==> config.mk <==
export PLATFORM = sky130hd
export DESIGN_NAME = ps2_kbd_tx
export DESIGN_NICKNAME = d
export VERILOG_FILES = /design/src/rtl/ps2_kbd_tx.sv
export SDC_FILE = /design/constraint.sdc
export NUM_CORES = 1
export LEC_CHECK = 0
export ABC_AREA = 1
export CORE_ASPECT_RATIO = 2
export CORE_MARGIN = 1
export CORE_UTILIZATION = 56
export DETAILED_ROUTE_END_ITERATION = 12
export GPL_TIMING_DRIVEN = 0
export PLACE_DENSITY = 0.74
export SETUP_SLACK_MARGIN = 0.3
export SLEW_MARGIN = 20
export SYNTH_ARGS = -nofsm -noshare
export SYNTH_HDL_FRONTEND = slang
export SYNTH_SLANG_ARGS = --single-unit
==> constraint.sdc <==
create_clock -name clk_sys -period 1.7 [get_ports clk_sys]
set_input_delay 0.34 -clock clk_sys [delete_from_list [all_inputs] [get_ports clk_sys]]
set_output_delay 0.34 -clock clk_sys [all_outputs]
set_load 0.03 [all_outputs]
==> src/rtl/ps2_kbd_tx.sv <==
// ps2_kbd_tx: queues scan-code bytes and replays them as PS/2 keyboard
// frames (start, D0..D7 LSB first, odd parity, stop) toward a host-side
// keyboard decoder. The block drives both PS/2 lines itself.
//
// Ports
//   clk_sys      system clock, rising edge
//   res_n        asynchronous active-low reset
//   data_in[7:0] byte to queue, sampled when wr=1
//   wr           single-cycle write strobe
//   full         FIFO holds FIFO_DEPTH bytes
//   overflow     one-cycle pulse when a write hits a full FIFO
//   busy         FSM active or bytes still queued (registered, one cycle lag)
//   ps2_kbd_clk  PS/2 clock out
//   ps2_kbd_data PS/2 data out
module ps2_kbd_tx #(
  parameter int CLK_DIV    = 1200,
  parameter int GAP        = 2400,
  parameter int FIFO_DEPTH = 16
) (
  input  logic       clk_sys,
  input  logic       res_n,
  input  logic [7:0] data_in,
  input  logic       wr,
  output logic       full,
  output logic       overflow,
  output logic       busy,
  output logic       ps2_kbd_clk,
  output logic       ps2_kbd_data
);

  localparam int AW = $clog2(FIFO_DEPTH);
  localparam logic [AW-1:0] PTR_ONE = 1;
  localparam logic [AW:0]   CNT_ONE = 1;
  localparam logic [AW:0]   CNT_MAX = FIFO_DEPTH;
  localparam logic [15:0]   DIV_M1  = 16'(CLK_DIV - 1);
  localparam logic [15:0]   GAP_M1  = 16'(GAP - 1);

  typedef enum logic [1:0] {S_IDLE, S_HIGH, S_LOW, S_GAP} state_t;

  state_t        state;
  logic [15:0]   cnt;
  logic [3:0]    idx;
  logic [10:0]   sh;

  logic [7:0]    mem [FIFO_DEPTH];
  logic [AW-1:0] rd_ptr, wr_ptr;
  logic [AW:0]   count, count_nxt;
  logic [7:0]    head;
  logic          push, pop;

  // Writes are gated by the registered full flag, so a pop in the same
  // cycle cannot rescue a write that arrives while full.
  assign push = wr & ~full;
  assign pop  = (state == S_IDLE) && (count != '0);
  assign head = mem[rd_ptr];

  always_comb begin
    count_nxt = count;
    if (push) count_nxt = count_nxt + CNT_ONE;
    if (pop)  count_nxt = count_nxt - CNT_ONE;
  end

  // Storage needs no reset: emptiness is tracked by count alone.
  always_ff @(posedge clk_sys) begin
    if (push) mem[wr_ptr] <= data_in;
  end

  always_ff @(posedge clk_sys or negedge res_n) begin
    if (!res_n) begin
      rd_ptr   <= '0;
      wr_ptr   <= '0;
      count    <= '0;
      full     <= 1'b0;
      overflow <= 1'b0;
      busy     <= 1'b0;
    end else begin
      if (push) wr_ptr <= wr_ptr + PTR_ONE;
      if (pop)  rd_ptr <= rd_ptr + PTR_ONE;
      count    <= count_nxt;
      full     <= (count_nxt == CNT_MAX);
      overflow <= wr & full;
      busy     <= (state != S_IDLE) || (count != '0);
    end
  end

  // Line outputs are assigned on the same edge as the state change, so the
  // data line moves only on the edge where the clock line rises (or while
  // it is already high), never during a low phase.
  always_ff @(posedge clk_sys or negedge res_n) begin
    if (!res_n) begin
      state        <= S_IDLE;
      cnt          <= '0;
      idx          <= '0;
      sh           <= '1;
      ps2_kbd_clk  <= 1'b1;
      ps2_kbd_data <= 1'b1;
    end else begin
      case (state)
        S_IDLE: begin
          ps2_kbd_clk  <= 1'b1;
          ps2_kbd_data <= 1'b1;
          if (count != '0) begin
            // frame laid out LSB first: start, data, odd parity, stop
            sh           <= {1'b1, ~^head, head, 1'b0};
            ps2_kbd_data <= 1'b0;
            idx          <= '0;
            cnt          <= '0;
            state        <= S_HIGH;
          end
        end
        S_HIGH: begin
          if (cnt == DIV_M1) begin
            cnt         <= '0;
            ps2_kbd_clk <= 1'b0;
            state       <= S_LOW;
          end else begin
            cnt <= cnt + 16'd1;
          end
        end
        S_LOW: begin
          if (cnt == DIV_M1) begin
            cnt         <= '0;
            ps2_kbd_clk <= 1'b1;
            if (idx < 4'd10) begin
              idx          <= idx + 4'd1;
              sh           <= {1'b1, sh[10:1]};
              ps2_kbd_data <= sh[1];
              state        <= S_HIGH;
            end else begin
              ps2_kbd_data <= 1'b1;
              state        <= S_GAP;
            end
          end else begin
            cnt <= cnt + 16'd1;
          end
        end
        S_GAP: begin
          ps2_kbd_clk  <= 1'b1;
          ps2_kbd_data <= 1'b1;
          if (cnt == GAP_M1) begin
            cnt   <= '0;
            state <= S_IDLE;
          end else begin
            cnt <= cnt + 16'd1;
          end
        end
        default: state <= S_IDLE;
      endcase
    end
  end

endmodule

==> qor.yml, run 1 <==
die:
  core-area_mm2: 0.01435
  num_io_pins: 16
  die_w_um: 87.72
  initial_utilization: 0.5734
  rows: 62
  die_height_um: 173.4
  die_area_mm2: 0.01521
yosys:
  syn_area_mm2: 0.008229
  netlist.area_leader.share: 0.4671
  ys_seq_area_frac: 0.6178
  ys_ff_latch: 177
  synth-edff-count: 128
  ys_async_sr_fraction: 0.2768
  synth.distinct_cells: 35
  ys_warn_count: 0
  synth_top_area_cell: "edfxtp_1"
  synthTopCellsByArea: "edfxtp_1 (47%), nand2_1 (13%), dfrtp_1 (12%), nand3_1 (5.4%), inv_1 (4.6%)"
  synthesis.instances: 864
  syn_area_per_cell_um2: 9.524
  ys.flop_type: "edfxtp_1"
  synthesis.nets: 890
clocking:
  cts_max_path_buffers: 2
  cts-htree-levels: 4
  cts_tree: "yes"
  numCtsBuffers: 17
  root_buffer: "clkbuf_16"
  worstSkewPairLatency_ns: 0.44
  numClockSinks: 177
  path_clk_slew_ns: 0.08
layout:
  fillerInstances: 721
  final_core_util: 0.8134
  area_delta_synth_final_pct: 41.86
  regArea_mm2: 0.005090
  final_cell_mix: "nand2_1 (237), edfxtp_1 (128), inv_1 (78)"
  fin_nets: 1027
  antenna_cells: 0
  drive_above_1_share: 0.3994
  layout_commonest_cell: "nand2_1"
  multi_input_comb_area_mm2: 0.003695
setup_path:
  worstSetupPathType: "reg -> reg"
  endpoint_kind: "flop"
  cp.required_ns: 2.07
  path_max_fanout: 10
  cp_data_arrival_time_ns: 2.58
  critPathLaunchType: "flop"
  rrSetupSlack_ns: -0.51
power_and_ir_drop:
  p_comb_frac: 0.217
  swShare: 0.2951
  power.leakage_nw: 4.979
  power.switching_mw: 3.452
  internal_power_mw: 8.246
  power_frac_seq: 0.448
  powerDensity_mw_per_mm2: 1002
  ir_drop_uv: 900.7
  clkPwrFrac: 0.335
global_routing:
  use_met1: 0.3420
  busiest_layer: "met2"
  grt_max_degree: 30
  antenna_found_initial: 0
  grt_util_met3: 0.07238
  grt_pass1_wl_um: 38500
  grt_util_met2: 0.6224
  grt_pass1_vias: 7178
  grt_overflow: 0
  grt_usage: 0.3546
sta:
  setup_viol: 40
  period_share: 1.300
  grt_setup_unrepaired: "yes"
  finalClockSkew_ns: 0.01466
  finalWorstSetupSlack_ns: -0.5099
  finalCriticalPeriod_ns: 2.210
  fmax_mhz: 452.5
  tightest_slew_ns: 0.8094
  final-hold-violation-count: 0
  slew_violations: 0
  tns_ns: -8.361
  slew-limit-headroom: 0.4587
hold_path:
  hp-class: "in -> reg"
routing:
  drc_errors: 0
  viasPerCell: 6.059
  drt_wl_total_um: 29540
  num_vias: 7307
  wl_per_cell_um: 24.50
  drt_first_pass_iters: 6
  ant_nets: 0
  drtIter0Drc: 937
placement:
  port_buffers: 15
  place_ws_ns: -0.5615
  place_hpwl_um: 14110
  gp_congestion: 0.8877
run:
  maxCapViolations: 0
outcome:
  status: "finished with violations"
  failed_checks: "setup timing"
-- final cells by class --
type | count | area share
Sequential cell | 177 | 0.4360
Inverter | 108 | 0.03891
Clock inverter | 8 | 0.006538
Timing Repair Buffer | 118 | 0.1090
Multi-Input combinational cell | 549 | 0.3165
Clock buffer | 24 | 0.04287
Tap cell | 192 | 0.02058
Buffer | 30 | 0.02958
-- synth_stat cells, types with 2 or more instances --
cell      count
nor2_1       69
clkbuf_1      3
nor3_1        5
nand2_1     281
nand3_1      88
dfstp_2      11
o21ai_0      20
nor3_2        3
xor2_1       15
edfxtp_1    128
dfrtp_1      38
nand4_1       7
ha_1         15
inv_2         6
inv_1       100
o21a_1        2
nand2_2       5
buf_2        17
xnor2_1       2
a21oi_1      26
buf_4         5
buf_6         5
-- worst max-delay path, cell delays in order (launching register included) --
cell and delay [ns]:
dfrtp_1 0.40, buf_6 0.15, buf_12 0.15, buf_8 0.15, nand2_1 0.09, nand3_2 0.10
nand3_2 0.13, nand3_4 0.17, nand2_4 0.13, inv_1 0.06, nand2_1 0.07, nand2_1 0.07
nand2_1 0.09, nand2_2 0.07, nor2_1 0.13, nor2_1 0.07, nor2_1 0.10
-- through the flow --
| step | cells | power [mW] | instance area [um^2] | hold slack (ns) |
|---|---|---|---|---|
| 2_1_floorplan | 864 | 6.372 | 8474 | 0.04441 |
| 3_3_place_gp | 1071 | 6.722 | 8865 | 0.4766 |
| 3_5_place_dp | 1072 | 6.784 | 8880 | 0.3316 |
| 4_1_cts | 1178 | 11.16 | 10860 | 0.2710 |
| 5_1_grt | 1206 | 11.96 | 11670 | 0.2939 |
| 6_report | 1206 | 11.70 | 11670 | 0.2683 |
-- cell families after synthesis --
| group | after synthesis | synth area share |
|---|---|---|
| and+or+nand+nor | 463 | 0.2329 |
| buffers and inverters | 138 | 0.07268 |
| adders and majority gates | 15 | 0.02281 |
| xor gates and xnor gates | 17 | 0.01809 |
| muxes | 1 | 0.001216 |
| AOI/OAI and AO/OA | 53 | 0.03452 |
| DFF | 177 | 0.6178 |
-- registers in the layout, indices dropped and copies added, names as in the netlist --
name and count:
busy 1, cnt 16, count 5, full 1
idx 4, mem 128, overflow 1, ps2_kbd_clk 1
ps2_kbd_data 1, rd_ptr 4, sh 9, state 2
wr_ptr 4
-- power groups by stage --
stage,logic (mW),clock network [mW],registers (mW)
2_1_floorplan,1.11,0,5.27
3_3_place_gp,1.45,0,5.28
3_5_place_dp,1.49,0,5.29
4_1_cts,2.15,3.82,5.19
5_1_grt,2.64,4.07,5.26
6_report,2.54,3.92,5.24
-- what timing repair did --
item                                    in CTS  in global routing
hold endpoints to repair                    11                  0
buffers inserted                            70                 27
gates resized for setup                    223                151
pin swaps                                   67                 52
endpoints found under the setup margin     177                176
cloned                                       3                  1
hold buffers                                 1                  0
-- worst paths after layout --
path / depth (start not counted) / startpoint / to
max in group asynchronous: 3 / res_n / ps2_kbd_data
max: 16 / rd_ptr[0] / sh[9]
min reg2reg: 2 / ps2_kbd_clk / ps2_kbd_clk
min in group asynchronous: 2 / res_n / cnt[3]
min: 3 / wr / overflow
max reg2reg: 16 / rd_ptr[0] / sh[9]
-- routing by layer --
layer | up-vias | wire (um)
li1 | 3080 | -
met1 | 3474 | 8529
met3 | 224 | 2318
met5 | - | 0
met2 | 529 | 15630
met4 | 0 | 3062
Power figures use the tool's default switching activity.
==> run 2, diff against run 1 <==
--- a/config.mk
+++ b/config.mk
@@ -7,12 +7,13 @@
 export LEC_CHECK = 0
 export ABC_AREA = 1
 export CORE_ASPECT_RATIO = 2
-export CORE_MARGIN = 1
+export CORE_MARGIN = 2
 export CORE_UTILIZATION = 56
 export DETAILED_ROUTE_END_ITERATION = 12
 export GPL_TIMING_DRIVEN = 0
 export PLACE_DENSITY = 0.74
 export SETUP_SLACK_MARGIN = 0.3
+export SKIP_LAST_GASP = 1
 export SLEW_MARGIN = 20
 export SYNTH_ARGS = -nofsm -noshare
 export SYNTH_HDL_FRONTEND = slang
==> run 2 against run 1 <==
Against the previous run:
- the run still ends with setup timing left
- utilization is 1.1 points higher
- clock skew is 0.0067 ns lower
- final cell count is 0.66% lower
- register-to-register slack worse by 0.06 ns
- final area is 1.3% higher
- critical path depth stayed put
- via count is 2.0% lower
- total power is 2.1% higher
- critical endpoint unchanged
==> qor.yml, run 2 (synthesized netlist as in run 1, its figures left out) <==
layout:
  area_delta_synth_final_pct: 43.76
  top_register: "mem"
  largest_reg_flops: 128
  regArea_mm2: 0.005089
  multi_input_comb_area_mm2: 0.003772
  top_regs: "mem x128, cnt x16, sh x9"
  final_cell_mix: "nand2_1 (228), edfxtp_1 (128), inv_1 (77)"
  antenna_cells: 0
  layout_commonest_cell: "nand2_1"
  fillerInstances: 689
  drive_above_1_share: 0.4105
  fin_cells: 1198
  fin_nets: 1019
setup_path:
  crit_start: "rd_ptr[0]"
  cp_data_arrival_time_ns: 2.63
  r2r-start: "rd_ptr[0]"
  endpoint_kind: "flop"
  path_max_fanout: 10
  cp.required_ns: 2.07
  worstSetupPathType: "reg -> reg"
  critPathLaunchType: "flop"
placement:
  gp_congestion: 0.9049
  port_buffers: 15
  place_hpwl_um: 13990
  placed_cells: 1071
  place_ws_ns: -0.5182
die:
  die_w_um: 89.72
  initial_utilization: 0.5734
  num_io_pins: 16
  rows: 62
  core-area_mm2: 0.01435
  die_area_mm2: 0.01574
  die_height_um: 175.4
clocking:
  numCtsBuffers: 17
  root_buffer: "clkbuf_16"
  numClockSinks: 177
  cts_max_path_buffers: 2
  cts_tree: "yes"
  cts-htree-levels: 4
  path_clk_slew_ns: 0.07
  worstSkewPairLatency_ns: 0.43
routing:
  viasPerCell: 5.976
  drtIter0Drc: 793
  drt_wl_total_um: 28940
  drt_first_pass_iters: 5
  num_vias: 7159
  wl_per_cell_um: 24.16
  ant_nets: 0
  drc_errors: 0
sta:
  period_share: 1.332
  finalClockSkew_ns: 0.007959
  final-hold-violation-count: 0
  tightest_slew_ns: 0.8156
  setup_viol: 40
  fmax_mhz: 441.5
  slew-limit-headroom: 0.4545
  grt_setup_unrepaired: "yes"
  finalCriticalPeriod_ns: 2.265
  finalWorstSetupSlack_ns: -0.5652
  slew_violations: 0
run:
  maxCapViolations: 0
global_routing:
  grt_pass1_vias: 7078
  antenna_found_initial: 0
  grt_overflow: 0
  grt_usage: 0.3220
  grt_max_degree: 50
  grt_pass1_wl_um: 37760
power_and_ir_drop:
  clkPwrFrac: 0.362
  ir_drop_uv: 893.1
  power_frac_seq: 0.439
  power.leakage_nw: 5.011
  power.switching_mw: 3.407
  internal_power_mw: 8.537
  p_comb_frac: 0.199
  swShare: 0.2852
  powerDensity_mw_per_mm2: 1010
outcome:
  failed_checks: "setup timing"
  status: "finished with violations"
hold_path:
  hp-class: "in -> async"
==> run 2: cell types whose count changed in the layout (fill, tap and decap cells not counted), sizes merged <==
cell / previous run / this run
buf: 132 / 123
clkdlybuf4s50: 8 / 9
clkbuf: 30 / 31
clkinv: 7 / 5
inv: 108 / 110
dlygate4sd2: 1 / 0
==> run 2: metrics by stage <==
| step | cell area [um^2] | utilization | hold WS [ns] | TNS [ns] | power [mW] |
|---|---|---|---|---|---|
| floorplan | 8474 | - | 0.04441 | -0.04813 | 6.372 |
| global placement | 8865 | 0.6177 | 0.4773 | -101.16 | 6.714 |
| detailed placement | 8862 | 0.6175 | 0.4078 | -50.00 | 6.781 |
| CTS | 11080 | 0.7718 | 0.4548 | -2.522 | 11.41 |
| global route | 11830 | 0.8243 | 0.5368 | -8.428 | 12.26 |
| finish | 11830 | 0.8243 | 0.4764 | -6.739 | 11.94 |
==> run 2: final timing paths <==
| check | to | slack (ns) | cells past startpoint |
|---|---|---|---|
| setup / recovery | sh[9] | -0.57 | 16 |
| hold / removal | idx[0] | 0.48 | 2 |
| setup reg to reg | sh[9] | -0.57 | 16 |
| hold reg to reg | sh[9] | 0.52 | 2 |
| max in group asynchronous | full | 0.70 | 2 |
| min in group clk_sys | overflow | 0.48 | 3 |
==> run 2: per-layer routing <==
metal,vias to the layer above,track usage,share of wire
met4,0,0.2404,0.11
met1,3460,0.2972,0.30
met5,-,0,0
met2,441,0.6206,0.53
li1,3061,-,-
met3,197,0.04976,0.057
==> run 2: cell type report <==
class                   instances  area share
clock buffers                  25     0.05013
well taps                     192     0.02031
repair buffers                109      0.1045
multi-input cells             549      0.3189
plain buffers                  30     0.03004
clock inverters                 7    0.006240
inverters                     108     0.03903
flip-flops and latches        177      0.4301
repair inverters                1   0.0007403
==> run 2: worst max-delay path, stage by stage (launching register included) <==
cell and delay, ns:
dfrtp_1 0.41, buf_8 0.17, buf_12 0.15, buf_12 0.15, nand2_1 0.08, nand3_1 0.12
nand3_2 0.12, nand3_4 0.11, nand2_4 0.12, inv_2 0.06, nand2_2 0.08, nand2_2 0.13
nand2_2 0.14, nand2_4 0.06, nor2_2 0.14, nor2_2 0.05, nor2_1 0.10
==> run 2: power groups by stage <==
stage	sequential, mW	clock (mW)	combinational (mW)
2_1_floorplan	5.27	0	1.11
3_3_place_gp	5.28	0	1.44
3_5_place_dp	5.29	0	1.49
4_1_cts	5.20	4.26	1.95
5_1_grt	5.27	4.48	2.51
6_report	5.25	4.32	2.38
==> run 2: repair_timing <==
item | in CTS | in global routing
endpoints found under the setup margin | 177 | 175
endpoints found under the hold margin | 38 | 0
hold buffers | 1 | 0
pin swaps | 82 | 59
setup buffers | 66 | 20
gates cloned | 5 | 3
gates resized for setup | 247 | 143
==> run 3, diff against run 2 <==
--- a/config.mk
+++ b/config.mk
@@ -6,12 +6,13 @@
 export NUM_CORES = 1
 export LEC_CHECK = 0
 export ABC_AREA = 1
+export CAP_MARGIN = 20
 export CORE_ASPECT_RATIO = 2
 export CORE_MARGIN = 2
 export CORE_UTILIZATION = 56
 export DETAILED_ROUTE_END_ITERATION = 12
 export GPL_TIMING_DRIVEN = 0
-export PLACE_DENSITY = 0.74
+export PLACE_DENSITY_LB_ADDON = 0.2
 export SETUP_SLACK_MARGIN = 0.3
 export SKIP_LAST_GASP = 1
 export SLEW_MARGIN = 20
==> run 3 against run 2 <==
Against the previous run:
- fmax grew 7.6%
- sequential share of layout area grew 0.43 points
- total power shrank 4.0%
- die area is the same
- critical path depth shrank 7
- register-to-register slack gained 0.16 ns
- the run still ends with setup timing left
- largest cell class unchanged
- non-clock buffer count shrank 6
- via count shrank 3.3%
- clock skew grew 0.0013 ns
- setup slack gained 0.16 ns
- count of clock-buffer cells in the layout shrank 7
==> qor.yml, run 3 (synthesized netlist as in run 1, its figures left out) <==
outcome:
  status: "finished with violations"
  failed_checks: "setup timing"
setup_path:
  endpoint_kind: "flop"
  rrSetupSlack_ns: -0.41
  r2r-start: "cnt[0]"
  crit_buf_inv: 3
  crit_chain: "buf_4, buf_4, nand2_1, nor3_2, nand3_1, nor3_4, buf_4, a31oi_1, o21ai_1"
  path_max_fanout: 3
  cp_data_arrival_time_ns: 2.47
  r2r_cells: 9
  cpMaxStageDelayCell: "dfrtp_1"
  cp_top_family: "simple AND/OR/NAND/NOR gates"
  critPathLaunchType: "flop"
  critPathMaxStageDelay_ns: 0.40
  rr_endpoint: "cnt[13]"
  crit_top_cell: "buf_4"
  worstSetupPathType: "reg -> reg"
  cp.required_ns: 2.06
die:
  die_w_um: 89.72
  rows: 62
  core-area_mm2: 0.01435
  die_area_mm2: 0.01574
  num_io_pins: 16
  die_height_um: 175.4
  initial_utilization: 0.5734
sta:
  finalClockSkew_ns: 0.009289
  grt_setup_unrepaired: "yes"
  finalWorstSetupSlack_ns: -0.4056
  finalCriticalPeriod_ns: 2.106
  period_share: 1.239
  hold-worst-slack_ns: 0.4642
  fmax_mhz: 474.9
  setup_viol: 39
  final-hold-violation-count: 0
  tightest_slew_ns: 0.8282
  slew_violations: 0
  slew-limit-headroom: 0.4461
clocking:
  cts-htree-levels: 4
  path_clk_slew_ns: 0.08
  cts_max_path_buffers: 2
  numClockSinks: 177
  root_buffer: "clkbuf_16"
  worstSkewPairLatency_ns: 0.44
  cts_tree: "yes"
  numCtsBuffers: 17
global_routing:
  antenna_found_initial: 0
  grt_overflow: 0
  grt_pass1_vias: 6629
  grt_max_degree: 50
  grt_pass1_wl_um: 35740
  grt_usage: 0.3035
layout:
  fin_nets: 1013
  multi_input_comb_area_mm2: 0.003794
  drive_above_1_share: 0.4240
  final_core_util: 0.8158
  top_regs: "mem x128, cnt x16, sh x9"
  top_register: "mem"
  layout_commonest_cell: "nand2_1"
  regArea_mm2: 0.005086
  area_delta_synth_final_pct: 42.27
  fillerInstances: 793
  antenna_cells: 0
  final_cell_mix: "nand2_1 (204), edfxtp_1 (128), inv_1 (76)"
  largest_reg_flops: 128
routing:
  drc_errors: 0
  wl_per_cell_um: 21.94
  ant_nets: 0
  num_vias: 6924
  viasPerCell: 5.809
  drtIter0Drc: 561
  drt_wl_total_um: 26150
  drt_first_pass_iters: 6
power_and_ir_drop:
  power_mw: 11.47
  ir_drop_uv: 1004
  powerDensity_mw_per_mm2: 979.4
  power.leakage_nw: 4.891
run:
  maxCapViolations: 0
placement:
  gp_congestion: 0.8892
  place_hpwl_um: 14630
  port_buffers: 15
hold_path:
  hp-class: "in -> async"
## run 3: changes by cell type in the layout (fill, tap and decap cells not counted), moves of 10 or more
cell and change:
buf_6 -12, nand2_1 -24, nand2_2 +22, nand3_1 -10, nand3_2 +13, nor2_1 +12
## run 3: cell type report
cell class / count / area share
repair inverters: 1 / 0.0005344
multi-input cells: 549 / 0.3240
well taps: 192 / 0.02052
inverters: 108 / 0.03901
flip-flops and latches: 177 / 0.4344
repair buffers: 103 / 0.1041
plain buffers: 30 / 0.02875
clock buffers: 18 / 0.03666
clock inverters: 14 / 0.01197
## run 3: worst max path at each step
stage,startpoint,to,slack (ns),cells past startpoint
floorplan,cnt[0],idx[0],-0.03,13
global placement,res_n,full,-1.39,1
detailed placement,count[0],full,-0.45,11
CTS,rd_ptr[0],sh[9],-0.28,17
global route,rd_ptr[0],sh[9],-0.49,17
finish,cnt[0],cnt[13],-0.41,9
## run 3: through the flow
| step | setup slack [ns] | std cells | instance area, um^2 | TNS (ns) |
|---|---|---|---|---|
| final | -0.4056 | 1192 | 11710 | -6.583 |
| after global routing | -0.4933 | 1192 | 11710 | -9.076 |
| after CTS | -0.2772 | 1168 | 10640 | -0.6531 |
| after detailed placement | -0.4491 | 1071 | 8862 | -51.72 |
| after global placement | -1.386 | 1071 | 8865 | -96.59 |
| after floorplan | -0.02801 | 864 | 8474 | -0.04813 |
## run 3: power by group
part,internal [mW],switching (mW)
logic,0.899,1.52
clock network,1.96,1.87
registers,5.06,0.159
## run 3: repair_timing
action | CTS | global route
hold endpoints to repair | 38 | 0
hold buffers | 1 | 0
gates resized for setup | 186 | 200
buffers inserted | 61 | 18
pin swaps | 64 | 84
gates cloned | 3 | 6
endpoints found under the setup margin | 177 | 175
## run 3: per-layer routing
| metal | GRT usage | routed length, um |
|---|---|---|
| met3 | 0.05148 | 1425 |
| met2 | 0.5792 | 14450 |
| met4 | 0.1795 | 1902 |
| met1 | 0.3040 | 8375 |
| met5 | 0 | 0 |
